===== src/rtl/rom_fetch.sv =====
// PRG/CHR fetch arbiter: one pending slot per port, PPU-priority with CPU fairness.
// Define ROM_FETCH_CACHE_EN to add a single-entry PRG byte cache in front of memory.
module rom_fetch (
    input  logic        Clk,
    input  logic        nReset,
    input  logic [16:0] CPUAddr,
    input  logic        CPU_Rd,
    input  logic [16:0] PPUAddr,
    input  logic        PPU_Rd,
    input  logic        PPU_Wr,
    input  logic [7:0]  PPU_WrData,
    input  logic        useCHRram,
    output logic        mem_req,
    output logic [18:0] mem_addr,
    output logic        mem_we,
    output logic [7:0]  mem_wdata,
    input  logic        mem_ack,
    input  logic [7:0]  mem_rdata,
    output logic [7:0]  CPU_Data,
    output logic [7:0]  PPU_Data,
    output logic        CPU_Valid,
    output logic        PPU_Valid,
    output logic        Busy
);

    localparam logic [18:0] CHR_ROM_BASE = 19'h20000;
    localparam logic [18:0] CHR_RAM_BASE = 19'h40000;

    typedef enum logic {S_IDLE, S_ISSUE} state_t;

    state_t      state_reg;
    logic        cpu_pend_reg;
    logic [16:0] cpu_addr_reg;
    logic        ppu_pend_reg;
    logic [18:0] ppu_addr_reg;
    logic        ppu_we_reg;
    logic [7:0]  ppu_wdata_reg;
    logic [1:0]  streak_reg;
    logic        cur_ppu_reg;

    logic        ppu_wr_eff;
    logic        ppu_strobe;
    logic [18:0] chr_addr;
    logic        grant_cpu;
    logic        grant_ppu;

    // A CHR write without CHR-RAM is dropped before it can reach the slot.
    assign ppu_wr_eff = PPU_Wr && useCHRram;
    assign ppu_strobe = ppu_wr_eff || PPU_Rd;
    assign chr_addr   = useCHRram ? (CHR_RAM_BASE + {6'd0, PPUAddr[12:0]})
                                  : (CHR_ROM_BASE + {2'd0, PPUAddr});

    assign grant_cpu = cpu_pend_reg && (!ppu_pend_reg || streak_reg == 2'd2);
    assign grant_ppu = ppu_pend_reg && !grant_cpu;

`ifdef ROM_FETCH_CACHE_EN
    logic        cache_valid_reg;
    logic [16:0] cache_addr_reg;
    logic [7:0]  cache_data_reg;
    logic        cache_hit;

    // A hit cannot share the CPU_Valid cycle with a memory completion; it falls back to the slot.
    assign cache_hit = CPU_Rd && cache_valid_reg && (cache_addr_reg == CPUAddr)
                       && !(state_reg == S_ISSUE && mem_ack && !cur_ppu_reg);
`endif

    always_ff @(posedge Clk or negedge nReset) begin
        if (!nReset) begin
            state_reg     <= S_IDLE;
            cpu_pend_reg  <= 1'b0;
            cpu_addr_reg  <= 17'd0;
            ppu_pend_reg  <= 1'b0;
            ppu_addr_reg  <= 19'd0;
            ppu_we_reg    <= 1'b0;
            ppu_wdata_reg <= 8'd0;
            streak_reg    <= 2'd0;
            cur_ppu_reg   <= 1'b0;
            mem_req       <= 1'b0;
            mem_addr      <= 19'd0;
            mem_we        <= 1'b0;
            mem_wdata     <= 8'd0;
            CPU_Data      <= 8'd0;
            PPU_Data      <= 8'd0;
            CPU_Valid     <= 1'b0;
            PPU_Valid     <= 1'b0;
            Busy          <= 1'b0;
`ifdef ROM_FETCH_CACHE_EN
            cache_valid_reg <= 1'b0;
            cache_addr_reg  <= 17'd0;
            cache_data_reg  <= 8'd0;
`endif
        end else begin
            CPU_Valid <= 1'b0;
            PPU_Valid <= 1'b0;

            case (state_reg)
                S_IDLE: begin
                    if (grant_cpu) begin
                        state_reg    <= S_ISSUE;
                        mem_req      <= 1'b1;
                        Busy         <= 1'b1;
                        mem_addr     <= {2'b00, cpu_addr_reg};
                        mem_we       <= 1'b0;
                        mem_wdata    <= 8'd0;
                        cur_ppu_reg  <= 1'b0;
                        cpu_pend_reg <= 1'b0;
                        streak_reg   <= 2'd0;
                    end else if (grant_ppu) begin
                        state_reg    <= S_ISSUE;
                        mem_req      <= 1'b1;
                        Busy         <= 1'b1;
                        mem_addr     <= ppu_addr_reg;
                        mem_we       <= ppu_we_reg;
                        mem_wdata    <= ppu_wdata_reg;
                        cur_ppu_reg  <= 1'b1;
                        ppu_pend_reg <= 1'b0;
                        // Only PPU grants that made the CPU wait count towards fairness.
                        streak_reg   <= cpu_pend_reg ? (streak_reg + 2'd1) : 2'd0;
                    end
                end
                S_ISSUE: begin
                    if (mem_ack) begin
                        state_reg <= S_IDLE;
                        mem_req   <= 1'b0;
                        mem_we    <= 1'b0;
                        Busy      <= 1'b0;
                        if (cur_ppu_reg) begin
                            PPU_Valid <= 1'b1;
                            if (!mem_we) begin
                                PPU_Data <= mem_rdata;
                            end
                        end else begin
                            CPU_Valid <= 1'b1;
                            CPU_Data  <= mem_rdata;
`ifdef ROM_FETCH_CACHE_EN
                            cache_valid_reg <= 1'b1;
                            cache_addr_reg  <= mem_addr[16:0];
                            cache_data_reg  <= mem_rdata;
`endif
                        end
                    end
                end
                default: state_reg <= S_IDLE;
            endcase

            // Strobes are taken after the grant so a new request refills a just-issued slot.
`ifdef ROM_FETCH_CACHE_EN
            if (cache_hit) begin
                CPU_Valid    <= 1'b1;
                CPU_Data     <= cache_data_reg;
                cpu_pend_reg <= 1'b0;
            end else
`endif
            if (CPU_Rd) begin
                cpu_pend_reg <= 1'b1;
                cpu_addr_reg <= CPUAddr;
            end

            if (ppu_strobe) begin
                ppu_pend_reg  <= 1'b1;
                ppu_addr_reg  <= chr_addr;
                ppu_we_reg    <= ppu_wr_eff;
                ppu_wdata_reg <= PPU_WrData;
            end
        end
    end

endmodule


===== config.mk =====
export PLATFORM = sky130hd
export DESIGN_NAME = rom_fetch
export DESIGN_NICKNAME = d
export VERILOG_FILES = /design/src/rtl/rom_fetch.sv
export SDC_FILE = /design/constraint.sdc
export NUM_CORES = 1
export LEC_CHECK = 0
export BUFFER_PORTS_ARGS = -buffer_cell sky130_fd_sc_hd__buf_2
export CORE_ASPECT_RATIO = 0.9
export CORE_MARGIN = 3
export CORE_UTILIZATION = 50
export CTS_CLUSTER_DIAMETER = 60
export CTS_CLUSTER_SIZE = 28
export DETAILED_ROUTE_END_ITERATION = 12
export PLACE_DENSITY = 0.77
export SYNTH_ARGS = -nofsm -noshare
export SYNTH_HDL_FRONTEND = slang
export SYNTH_SLANG_ARGS = --single-unit

===== constraint.sdc =====
create_clock -name Clk -period 2.7 [get_ports Clk]
set_clock_uncertainty 0.1 [all_clocks]
set_input_delay 0.135 -clock Clk [delete_from_list [all_inputs] [get_ports Clk]]
set_output_delay 0.135 -clock Clk [all_outputs]
set_load 0.03 [all_outputs]

Word-level counts from Yosys, hierarchy flattened
Index checks and enable logic that the tools add are counted.
{ "classes": {"reduce_logical": 16, "bitwise_logic": 3, "n_eq_ne": 6, "muxes": 33, "addsub": 3} }
{ "op_table": {"columns": ["operator", "count"], "rows": [
  ["$mux W19", 3],
  ["$mux W1", 22],
  ["$add A18 B17 Y19 const A", 1],
  ["$add A19 B13 Y19 const A", 1],
  ["$mux W8", 2],
  ["$mux W2", 3],
  ["$ne A2 B2 Y1 const B", 3],
  ["$pmux W1 S2", 3],
  ["$reduce_and A2 Y1", 3],
  ["$reduce_and A3 Y1", 2],
  ["$reduce_bool A2 Y1", 3],
  ["$reduce_and A4 Y1", 1],
  ["$logic_and A1 B1 Y1", 3],
  ["$ne A3 B3 Y1 const B", 1],
  ["$not A1 Y1", 3],
  ["$add A2 B1 Y2 const B", 1],
  ["$eq A2 B2 Y1 const B", 1],
  ["$logic_not A1 Y1", 2],
  ["$logic_or A1 B1 Y1", 2],
  ["$ne A2 B1 Y1 const B", 1]
]} }
{ "totals": {"regBits": 98} }

Logic depth before layout (Yosys ltp)
Gate-level depths: netlist of run 1.
{ "logic_depth": {"ltp_word": 9, "mapped_depth": 7, "mapped_depth_nobuf": 5} }

Worst setup path after synthesis of run 1
Ideal clock, no wire load.
{ "synth_timing": {"path_kind": "register -> register", "startpoint": "register streak_reg[0]", "endpoint": "register mem_addr[0]", "required_time_ps": 2520, "arrival_ps": 1346, "stages_incl_launch_ff": 8, "setup_slack_ps": 1174, "setup_time_ps": 80, "n_path_buf": 2, "cell_sequence": "dfrtp_1 -> inv_1 -> ha_1 -> nand2b_1 -> buf_2 -> clkbuf_1 -> a31oi_1 -> a2bb2oi_1"} }
{ "synth_via": {"elab_chain_len": 7, "elab_cells_between_ends": 8, "cone_classes": "eq/ne: 1; mux: 1; reduce/logical: 6"} }
{ "synth_lines": {"columns": ["item", "line", "text"], "rows": [
  ["start, declared", "38", "logic [1:0] streak_reg;"],
  ["start signal, assigned", "118", "streak_reg <= cpu_pend_reg ? (streak_reg + 2'd1) : 2'd0;"],
  ["$eq A2 B2 Y1 (*)", "53", "assign grant_cpu = cpu_pend_reg && (!ppu_pend_reg || streak_reg == 2'd2);"],
  ["$logic_or A1 B1 Y1 (*)", "53", null],
  ["$logic_and A1 B1 Y1 (*)", "53", null],
  ["$logic_not A1 Y1", "54", "assign grant_ppu = ppu_pend_reg && !grant_cpu;"],
  ["$logic_and A1 B1 Y1", "54", null],
  ["$reduce_bool A2 Y1 (no line)", null, null],
  ["$reduce_and A2 Y1 (no line)", null, null],
  ["end signal, assigned", "102", "mem_addr <= {2'b00, cpu_addr_reg};"],
  ["end signal, assigned", "112", "mem_addr <= ppu_addr_reg;"],
  ["end, declared", "14", "output logic [18:0] mem_addr,"]
]} }
Every way passes the cells marked *; elsewhere a longest branch is shown, timed or not.
A chain may end at the register's enable or synchronous reset.

Worst setup path after layout of run 1
{ "layout_timing": {"startpoint": "register streak_reg[0]", "endpoint": "register mem_wdata[4]"} }
{ "layout_via": {"elab_chain_len": 7, "elab_cells_between_ends": 8, "cone_classes": "eq/ne: 1; mux: 1; reduce/logical: 6"} }
{ "layout_lines": {"columns": ["item", "line", "text"], "rows": [
  ["$eq A2 B2 Y1 (*)", "53", null],
  ["$logic_or A1 B1 Y1 (*)", "53", null],
  ["$logic_and A1 B1 Y1 (*)", "53", null],
  ["$logic_not A1 Y1", "54", null],
  ["$logic_and A1 B1 Y1", "54", null],
  ["$reduce_bool A2 Y1 (no line)", null, null],
  ["$reduce_and A2 Y1 (no line)", null, null],
  ["end signal, assigned", "114", "mem_wdata <= ppu_wdata_reg;"],
  ["end, declared", "16", "output logic [7:0] mem_wdata,"]
]} }
Marked as above.

==> results.tsv, run 1 <==
metric	value	unit
path_max_fanout	19	
drc	0	
cts_tree	yes	
layout.nets	502	
tns	0	ps
max_stage_delay	580	ps
cts_buffer_depth	2	
syn2layout_area_growth	36.7	%
ys_seq_area_share	63.3	%
die_area	8840	um2
routed_via_density	5.32	
core_area	7290	um2
grt_max_degree	48	
synth_seq_cells	98	
setup_viol	0	
port_buffers	104	
cts.clk_slew.worst_paths	100	ps
postLayoutCellArea	5290	um2
wirelength	8930	um
ctsHoldBuffers	60	
root_buffer	clkbuf_8	
cts_resized	0	
h-tree-depth	3	
antenna_found_initial	0	
dr_total_vias	2886	
antenna_left	0	
synth_cell_type_count	28	
path_class	reg -> reg	
dpl.hpwl	5660	um
syn-cell-area	3870	um2
cts_inserted_buffers	9	
post_drt_wl_per_cell	16.5	um
grt.total_usage	21.2	%
synth.area.top_cells	dfrtp_1 (63%), mux2_2 (16%), a2bb2oi_1 (3.8%)	
die_h	89.5	um
first_global_vias	3048	
p_leak	2.45	nW
synthesis.nets	341	
fin_crit_sh	73.9	%
synth_top_area_share	63.3	%
period_minus_slack	1990	ps
synthCells	283	
cp.required	2850	ps
clock.fmax	502	MHz
critPathTopFamily	simple AND/OR/NAND/NOR gates	
outcome	finished clean	
critPathCaptureType	flop	
placementRows	29	
cts.sinks	98	
grt_pass1_wl	14700	um
placed_area	4470	um2
antenna_cells	0	
avgSynthCellArea	13.7	um2
n_fill_cell	512	
clkLatencyLatePin	360	ps
hold_ws	98.8	ps
slew_headroom	52.1	%
cap_violations	0	
power_density	885	nW/um2
die_w	98.8	um
cp_slowest_cell	nand2b_1	
hold_path.class	in -> reg	
drt-initial-drc-count	94	
critPathArrivalTime	2140	ps
overflow	0	
routabilityCongestion	0.757	
crit_buf_inv	2	
finalHoldViolCount	0	
cp-start-kind	flop	
finalMaxSlewViolations	0	
first_pass_iters	4	
start_util	53.1	%
drive_above_1_share	41.6	%
io_pins	105	
rsz0062_at_grt	false	
tightest_slew	719	ps
yosys_warnings	0	
irDropWorstVdd	0.000552	V
post_cts_buffers	0	
synth.largest_area_cell	dfrtp_1	
path_cells	inv_1 -> ha_1 -> nand2b_1 -> a21oi_1 -> buf_4 -> a22o_1	
## through the flow
stage	instances	setup slack [ps]	utilization, %	total power, mW
floorplan	283	1170	-	3.12
global placement	466	771	61.3	3.59
detailed placement	466	721	61.3	3.63
CTS	542	694	72.5	4.71
global route	542	552	72.5	4.92
finish	542	706	72.5	4.68
## cells by family (layout without fill, tap and decap cells)
logic type | after synthesis | after routing | share of synthesized area (%)
buffers and inverters | 25 | 191 | 3.10
AOI/OAI and AO/OA | 78 | 78 | 13.7
muxes | 55 | 55 | 16.0
and+or+nand+nor | 26 | 26 | 3.49
adders and majority gates | 1 | 1 | 0.323
DFF | 98 | 98 | 63.3
## per-layer routing
| layer | vias up | track usage, % | routed length (um) | part of all wire (%) |
|---|---|---|---|---|
| met5 | - | 0 | 0 | 0 |
| met2 | 98 | 36.7 | 4500 | 50 |
| met4 | 0 | 5.09 | 63 | 0.71 |
| met1 | 1429 | 26.5 | 3820 | 43 |
| met3 | 8 | 6.55 | 552 | 6.2 |
| li1 | 1351 | - | - | - |
## cells in the mapped netlist
| cell type | n |
|---|---|
| a31oi_1 | 17 |
| o21ai_0 | 23 |
| buf_6 | 1 |
| o21a_1 | 1 |
| nand3b_1 | 4 |
| o21ai_1 | 3 |
| a21oi_4 | 1 |
| or4_1 | 1 |
| dfrtp_1 | 98 |
| nor2b_1 | 2 |
| clkbuf_1 | 7 |
| o21bai_1 | 1 |
| a21oi_1 | 4 |
| a2bb2oi_1 | 17 |
| a22o_1 | 10 |
| and3_1 | 1 |
| inv_1 | 3 |
| buf_4 | 1 |
| clkbuf_2 | 1 |
| mux2_2 | 55 |
| inv_2 | 1 |
| nand2_1 | 13 |
| nor3_1 | 1 |
| nor2_2 | 1 |
| a21o_1 | 1 |
| ha_1 | 1 |
| nand2b_1 | 3 |
| buf_2 | 11 |
## report_power, final
part           switching (mW)  total, mW  internal, mW
Combinational            1.02       1.63         0.616
Sequential              0.205       2.03          1.82
Clock                   0.497       1.02         0.522
## layout by cell type, fill, tap and decap left out, types with 4 or more instances in the layout
cell / netlist / layout
buf_2: 11 / 103
clkbuf_8: 0 / 9
a31oi_1: 17 / 17
mux2_2: 55 / 55
o21ai_0: 23 / 23
nand3b_1: 4 / 4
a2bb2oi_1: 17 / 17
dfrtp_1: 98 / 98
a22o_1: 10 / 10
nand2_1: 13 / 13
dlygate4sd3_1: 0 / 60
buf_4: 1 / 8
## layout make-up
type | count | area, um2 | area share [%]
clock buffer | 9 | 124 | 2.34
clock inverter | 7 | 92.6 | 1.75
inverter | 4 | 15.0 | 0.284
multi-input combinational | 160 | 1310 | 24.8
sequential | 98 | 2450 | 46.4
tap | 93 | 116 | 2.20
timing repair buffer | 171 | 1180 | 22.2
## worst paths after layout
check                                 start               end  slack [ps]  cells past startpoint
max                           streak_reg[0]      mem_wdata[4]         710                      6
min                                  PPU_Rd  ppu_addr_reg[17]         100                      4
max reg2reg                   streak_reg[0]      mem_wdata[4]         710                      6
min reg2reg                ppu_addr_reg[14]  ppu_addr_reg[14]         370                      2
max in group asynchronous            nReset       PPU_Data[7]        1530                      3
min in group asynchronous            nReset       mem_addr[8]         210                      2
## worst min-delay path, stage by stage
cell and delay, ps:
buf_2 180, a21oi_4 80, nand2_1 60, o21ai_0 60
No activity file was read; power rests on OpenSTA's default activity.
==> run 2: changes to the inputs <==
clock period = 1.9 ns   (was 2.7 ns; I/O delays follow)
==> results.tsv, run 2 (same netlist as run 1, synthesis figures left out) <==
metric	value	unit	change
outcome	complete, but fails checks		was finished clean
violations	hold timing		
h-tree-depth	3		unchanged
antenna_cells	0		unchanged
tightest_slew	534	ps	was 719 ps
routed_via_density	5.36		was 5.32
die_area	8840	um2	unchanged
placementRows	29		unchanged
cp.depth	4		was 6
fin_crit_sh	86.4	%	was 73.9%
cts.clk_slew.worst_paths	100	ps	about the same
wirelength	8980	um	was 8930 um
cts_inserted_buffers	9		unchanged
path_max_fanout	11		was 19
die_w	98.8	um	unchanged
period_minus_slack	1640	ps	was 1990 ps
final_common_cell	buf_2		unchanged
clkLatencyLatePin	360	ps	about the same
rsz0062_at_grt	false		unchanged
hold_start	PPU_Rd		unchanged
critPathArrivalTime	1780	ps	was 2140 ps
irDropWorstVdd	0.000723	V	was 0.000552 V
cts_buffer_depth	2		unchanged
grt_pass1_wl	15100	um	was 14,700 um
finalNonFillerCells	545		was 542
critPathTopFamily	compound AO/OA/AOI/OAI gates		was simple AND/OR/NAND/NOR gates
cp_slowest_cell	o21bai_2		was nand2b_1
cp-start-kind	flop		unchanged
grt.total_usage	21.8	%	was 21.2%
finalHoldViolCount	1		was 0
critPathCaptureType	flop		unchanged
cp.required	2040	ps	was 2850 ps
clock.fmax	609	MHz	was 502 MHz
dr_total_vias	2921		was 2,886
setup_viol	0		unchanged
reg2reg_slack	260	ps	was 710 ps
place_inst	470		was 466
reg2reg_from	cpu_pend_reg		was streak_reg[0]
grt_max_degree	39		was 48
finalMaxSlewViolations	0		unchanged
port_buffers	104		unchanged
reg2reg_depth	4		was 6
layout.nets	505		was 502
hold_path.class	in -> reg		unchanged
antenna_left	0		unchanged
drc	0		unchanged
first_pass_iters	4		unchanged
power_density	1240	nW/um2	was 885 nW/um2
io_pins	105		unchanged
start_util	53.1	%	unchanged
tns	0	ps	unchanged
p_leak	2.47	nW	was 2.45 nW
die_h	89.5	um	unchanged
path_class	reg -> reg		unchanged
routabilityCongestion	0.849		was 0.757
cts_tree	yes		unchanged
drive_above_1_share	42.3	%	was 41.6%
syn2layout_area_growth	38.2	%	was 36.7%
first_global_vias	3157		was 3,048
antenna_found_initial	0		unchanged
overflow	0		unchanged
core_area	7290	um2	unchanged
most-common-layout-cells	buf_2 (102), dfrtp_1 (98), dlygate4sd3_1 (59), mux2_2 (55), o21ai_0 (23)		was buf_2 (103), dfrtp_1 (98), dlygate4sd3_1 (60), mux2_2 (55), o21ai_0 (23)
root_buffer	clkbuf_8		unchanged
max_stage_delay	490	ps	was 580 ps
r2r_end	mem_addr[18]		was mem_wdata[4]
whs_path_depth	2		was 4
crit_buf_inv	1		was 2
slew_headroom	64.4	%	was 52.1%
hold_ws	-47.7	ps	was 98.8 ps
min_to	ppu_we_reg		was ppu_addr_reg[17]
cap_violations	0		unchanged
path_cells	o21bai_2 -> a21oi_1 -> buf_4 -> a22o_1		was inv_1 -> ha_1 -> nand2b_1 -> a21oi_1 -> buf_4 -> a22o_1
dpl.hpwl	5660	um	about the same
cts.sinks	98		unchanged
post_drt_wl_per_cell	16.5	um	about the same
drt-initial-drc-count	92		was 94
[run 2: cell count changes in the layout (fill, tap and decap cells not counted), sizes merged]
| cell | delta |
|---|---|
| bufinv | -1 |
| buf | +4 |
| clkinvlp | +1 |
| dlygate4sd3 | -1 |
| clkinv | -2 |
| clkbuf | +2 |
[run 2: area by class of cell]
class | count | area (um2)
clock buffer | 11 | 151
clock inverter | 5 | 60.1
inverter | 4 | 15.0
timing repair buffer | 174 | 1240
sequential | 98 | 2450
fill | 486 | 1940
tap | 93 | 116
multi-input combinational | 160 | 1310
[run 2: worst max-delay path by stage]
stage                              from           end  slack, ps
after CTS                     useCHRram    ppu_we_reg         60
after global placement     cpu_pend_reg  mem_wdata[5]        340
after floorplan           streak_reg[0]   mem_addr[0]        370
after global routing       cpu_pend_reg  mem_wdata[7]        160
after detailed placement   cpu_pend_reg  mem_wdata[4]        300
final                      cpu_pend_reg  mem_addr[18]        260
[run 2: worst register-to-register path, delay by kind of cell, from the launching register on]
kind,cells,cell delay (ps)
AOI/OAI and AO/OA,3,760
buffers and inverters,1,200
DFF,1,470
[run 2: per-stage QoR]
stage | instance area [um2] | hold slack (ps) | total power, mW | worst slack (ps) | utilization [%]
3_5_place_dp | 4540 | -27.5 | 5.19 | 304 | 62.3
6_report | 5350 | -47.7 | 6.64 | 258 | 73.3
4_1_cts | 5350 | 45.0 | 6.69 | 55.1 | 73.4
2_1_floorplan | 3870 | -301 | 4.44 | 374 | -
3_3_place_gp | 4540 | -28.8 | 5.12 | 343 | 62.3
5_1_grt | 5350 | 5.41 | 7.01 | 157 | 73.3
[run 2: layer usage]
layer | part of all wire (%) | vias up | track usage [%]
li1 | - | 1357 | -
met1 | 42 | 1439 | 27.6
met2 | 50 | 113 | 37.4
met3 | 6.0 | 12 | 5.69
met4 | 1.3 | 0 | 6.95
met5 | 0 | - | 0
[run 2: power by group]
group          switching [mW]  total [mW]  leakage [nW]  internal (mW)
logic                    1.46        2.36          1.21          0.908
registers               0.294        2.88          1.16           2.59
clock network           0.704        1.39         0.106          0.686
[run 2: repair_timing]
| action | CTS | global route |
|---|---|---|
| setup buffers | 0 | 0 |
| resized for setup | 0 | 3 |
| setup endpoints to repair | 0 | 1 |
| hold buffers | 60 | 0 |
| endpoints found under the hold margin | 153 | 0 |
==> run 3: changes to the inputs <==
REMOVE_ABC_BUFFERS = 1   (was not set)
==> results.tsv, run 3 (same netlist as run 1, synthesis figures left out) <==
metric	value	unit	change
drive_above_1_share	41.8	%	was 42.3%
cp.required	2030	ps	was 2040 ps
irDropWorstVdd	0.000663	V	was 0.000723 V
placed_area	4520	um2	was 4540 um2
cts_inserted_buffers	9		unchanged
drc	0		unchanged
place_ws	258	ps	was 304 ps
h-tree-depth	3		unchanged
routabilityCongestion	0.748		was 0.849
routed_via_density	5.38		was 5.36
placementRows	29		unchanged
dr_total_vias	2931		was 2,921
slew_headroom	69.7	%	was 64.4%
critPathCaptureType	flop		unchanged
layout.nets	506		was 505
path_max_fanout	8		was 11
grt.busiest_layer	met2		unchanged
setup_viol	0		unchanged
clkLatencyLatePin	340	ps	was 360 ps
grt_pass1_wl	14900	um	was 15,100 um
dpl.hpwl	5680	um	was 5660 um
cp-start-kind	input pin		was flop
most-common-layout-cells	buf_2 (102), dfrtp_1 (98), dlygate4sd3_1 (60), mux2_2 (55), o21ai_0 (23)		was buf_2 (102), dfrtp_1 (98), dlygate4sd3_1 (59), mux2_2 (55), o21ai_0 (23)
p_leak	2.47	nW	about the same
tightest_slew	454	ps	was 534 ps
period_minus_slack	1850	ps	was 1640 ps
die_h	89.5	um	unchanged
cts_tree	yes		unchanged
post_cts_buffers	0		unchanged
power_density	1240	nW/um2	about the same
cts.clk_slew.worst_paths	80	ps	was 100 ps
cts.sinks	98		unchanged
finalMaxSlewViolations	0		unchanged
die_area	8840	um2	unchanged
cts_buffer_depth	2		unchanged
port_buffers	104		unchanged
first_pass_iters	4		unchanged
core_area	7290	um2	unchanged
io_pins	105		unchanged
grt_max_degree	61		was 39
antenna_left	0		unchanged
clock.fmax	541	MHz	was 609 MHz
first_global_vias	3045		was 3,157
die_w	98.8	um	unchanged
fin_ws	52.5	ps	was 258 ps
start_util	53.1	%	unchanged
antenna_cells	0		unchanged
drt-initial-drc-count	123		was 92
finalHoldViolCount	0		was 1
fin_crit_sh	97.2	%	was 86.4%
path_class	in -> reg		was reg -> reg
root_buffer	clkbuf_8		unchanged
grt_use_met3	6.01	%	was 5.69%
antenna_found_initial	0		unchanged
rsz0062_at_grt	false		unchanged
hold_ws	67.4	ps	was -47.7 ps
grt_use_met1	26.6	%	was 27.6%
hold_path.class	in -> async		was in -> reg
met2_usage	37.2	%	was 37.4%
post_drt_wl_per_cell	16.6	um	was 16.5 um
critPathArrivalTime	1980	ps	was 1780 ps
final_common_cell	buf_2		unchanged
grt.total_usage	21.5	%	was 21.8%
wirelength	9020	um	was 8980 um
postLayoutCellArea	5330	um2	was 5350 um2
outcome	finished clean		was complete, but fails checks
cap_violations	0		unchanged
syn2layout_area_growth	37.6	%	was 38.2%
overflow	0		unchanged
-- run 3: report_power, final --
group	total, mW	switching [mW]	leakage, nW	internal, mW
Clock	1.34	0.631	0.106	0.708
Combinational	2.38	1.47	1.21	0.909
Sequential	2.89	0.298	1.16	2.59
Total	6.61	2.40	2.47	4.21
-- run 3: what timing repair did --
item | in CTS | in global routing
hold buffers | 60 | 0
hold endpoints to repair | 162 | 0
resized for setup | 0 | 3
endpoints found under the setup margin | 0 | 1
-- run 3: stage by stage --
stage          power, mW  utilization [%]  std cells  TNS (ps)
5_1_grt             6.96             73.0        545         0
3_3_place_gp        5.14             61.9        470         0
3_5_place_dp        5.22             61.9        470         0
4_1_cts             6.65             72.9        545         0
2_1_floorplan       4.37                -        262    -17680
6_report            6.61             73.0        545         0
-- run 3: worst paths after layout --
path	startpoint	to	slack (ps)	cells after the start
setup / recovery	useCHRram	ppu_we_reg	50	6
hold / removal	nReset	cpu_addr_reg[6]	70	2
setup reg to reg	cpu_pend_reg	mem_addr[16]	240	4
hold reg to reg	ppu_addr_reg[13]	ppu_addr_reg[13]	370	2
max in group asynchronous	nReset	streak_reg[0]	1030	3
min in group Clk	CPU_Rd	cpu_pend_reg	160	2
-- run 3: layout make-up --
| cell class | instances | area, um2 |
|---|---|---|
| Clock buffer | 13 | 169 |
| Clock inverter | 2 | 35.0 |
| Fill cell | 473 | 1970 |
| Inverter | 4 | 15.0 |
| Multi-Input combinational cell | 160 | 1310 |
| Sequential cell | 98 | 2450 |
| Tap cell | 93 | 116 |
| Timing Repair Buffer | 175 | 1220 |
-- run 3: worst max-delay path, cell delays in order --
cell,delay [ps]
dlygate4sd3_1,540
buf_6,140
nand2_1,50
dlygate4sd3_1,530
o21ai_0,70
dlygate4sd3_1,550
-- run 3: layer usage --
metal | up-vias | wire [um]
li1 | 1356 | -
met1 | 1461 | 3730
met2 | 100 | 4630
met3 | 14 | 485
met4 | 0 | 178
met5 | - | 0
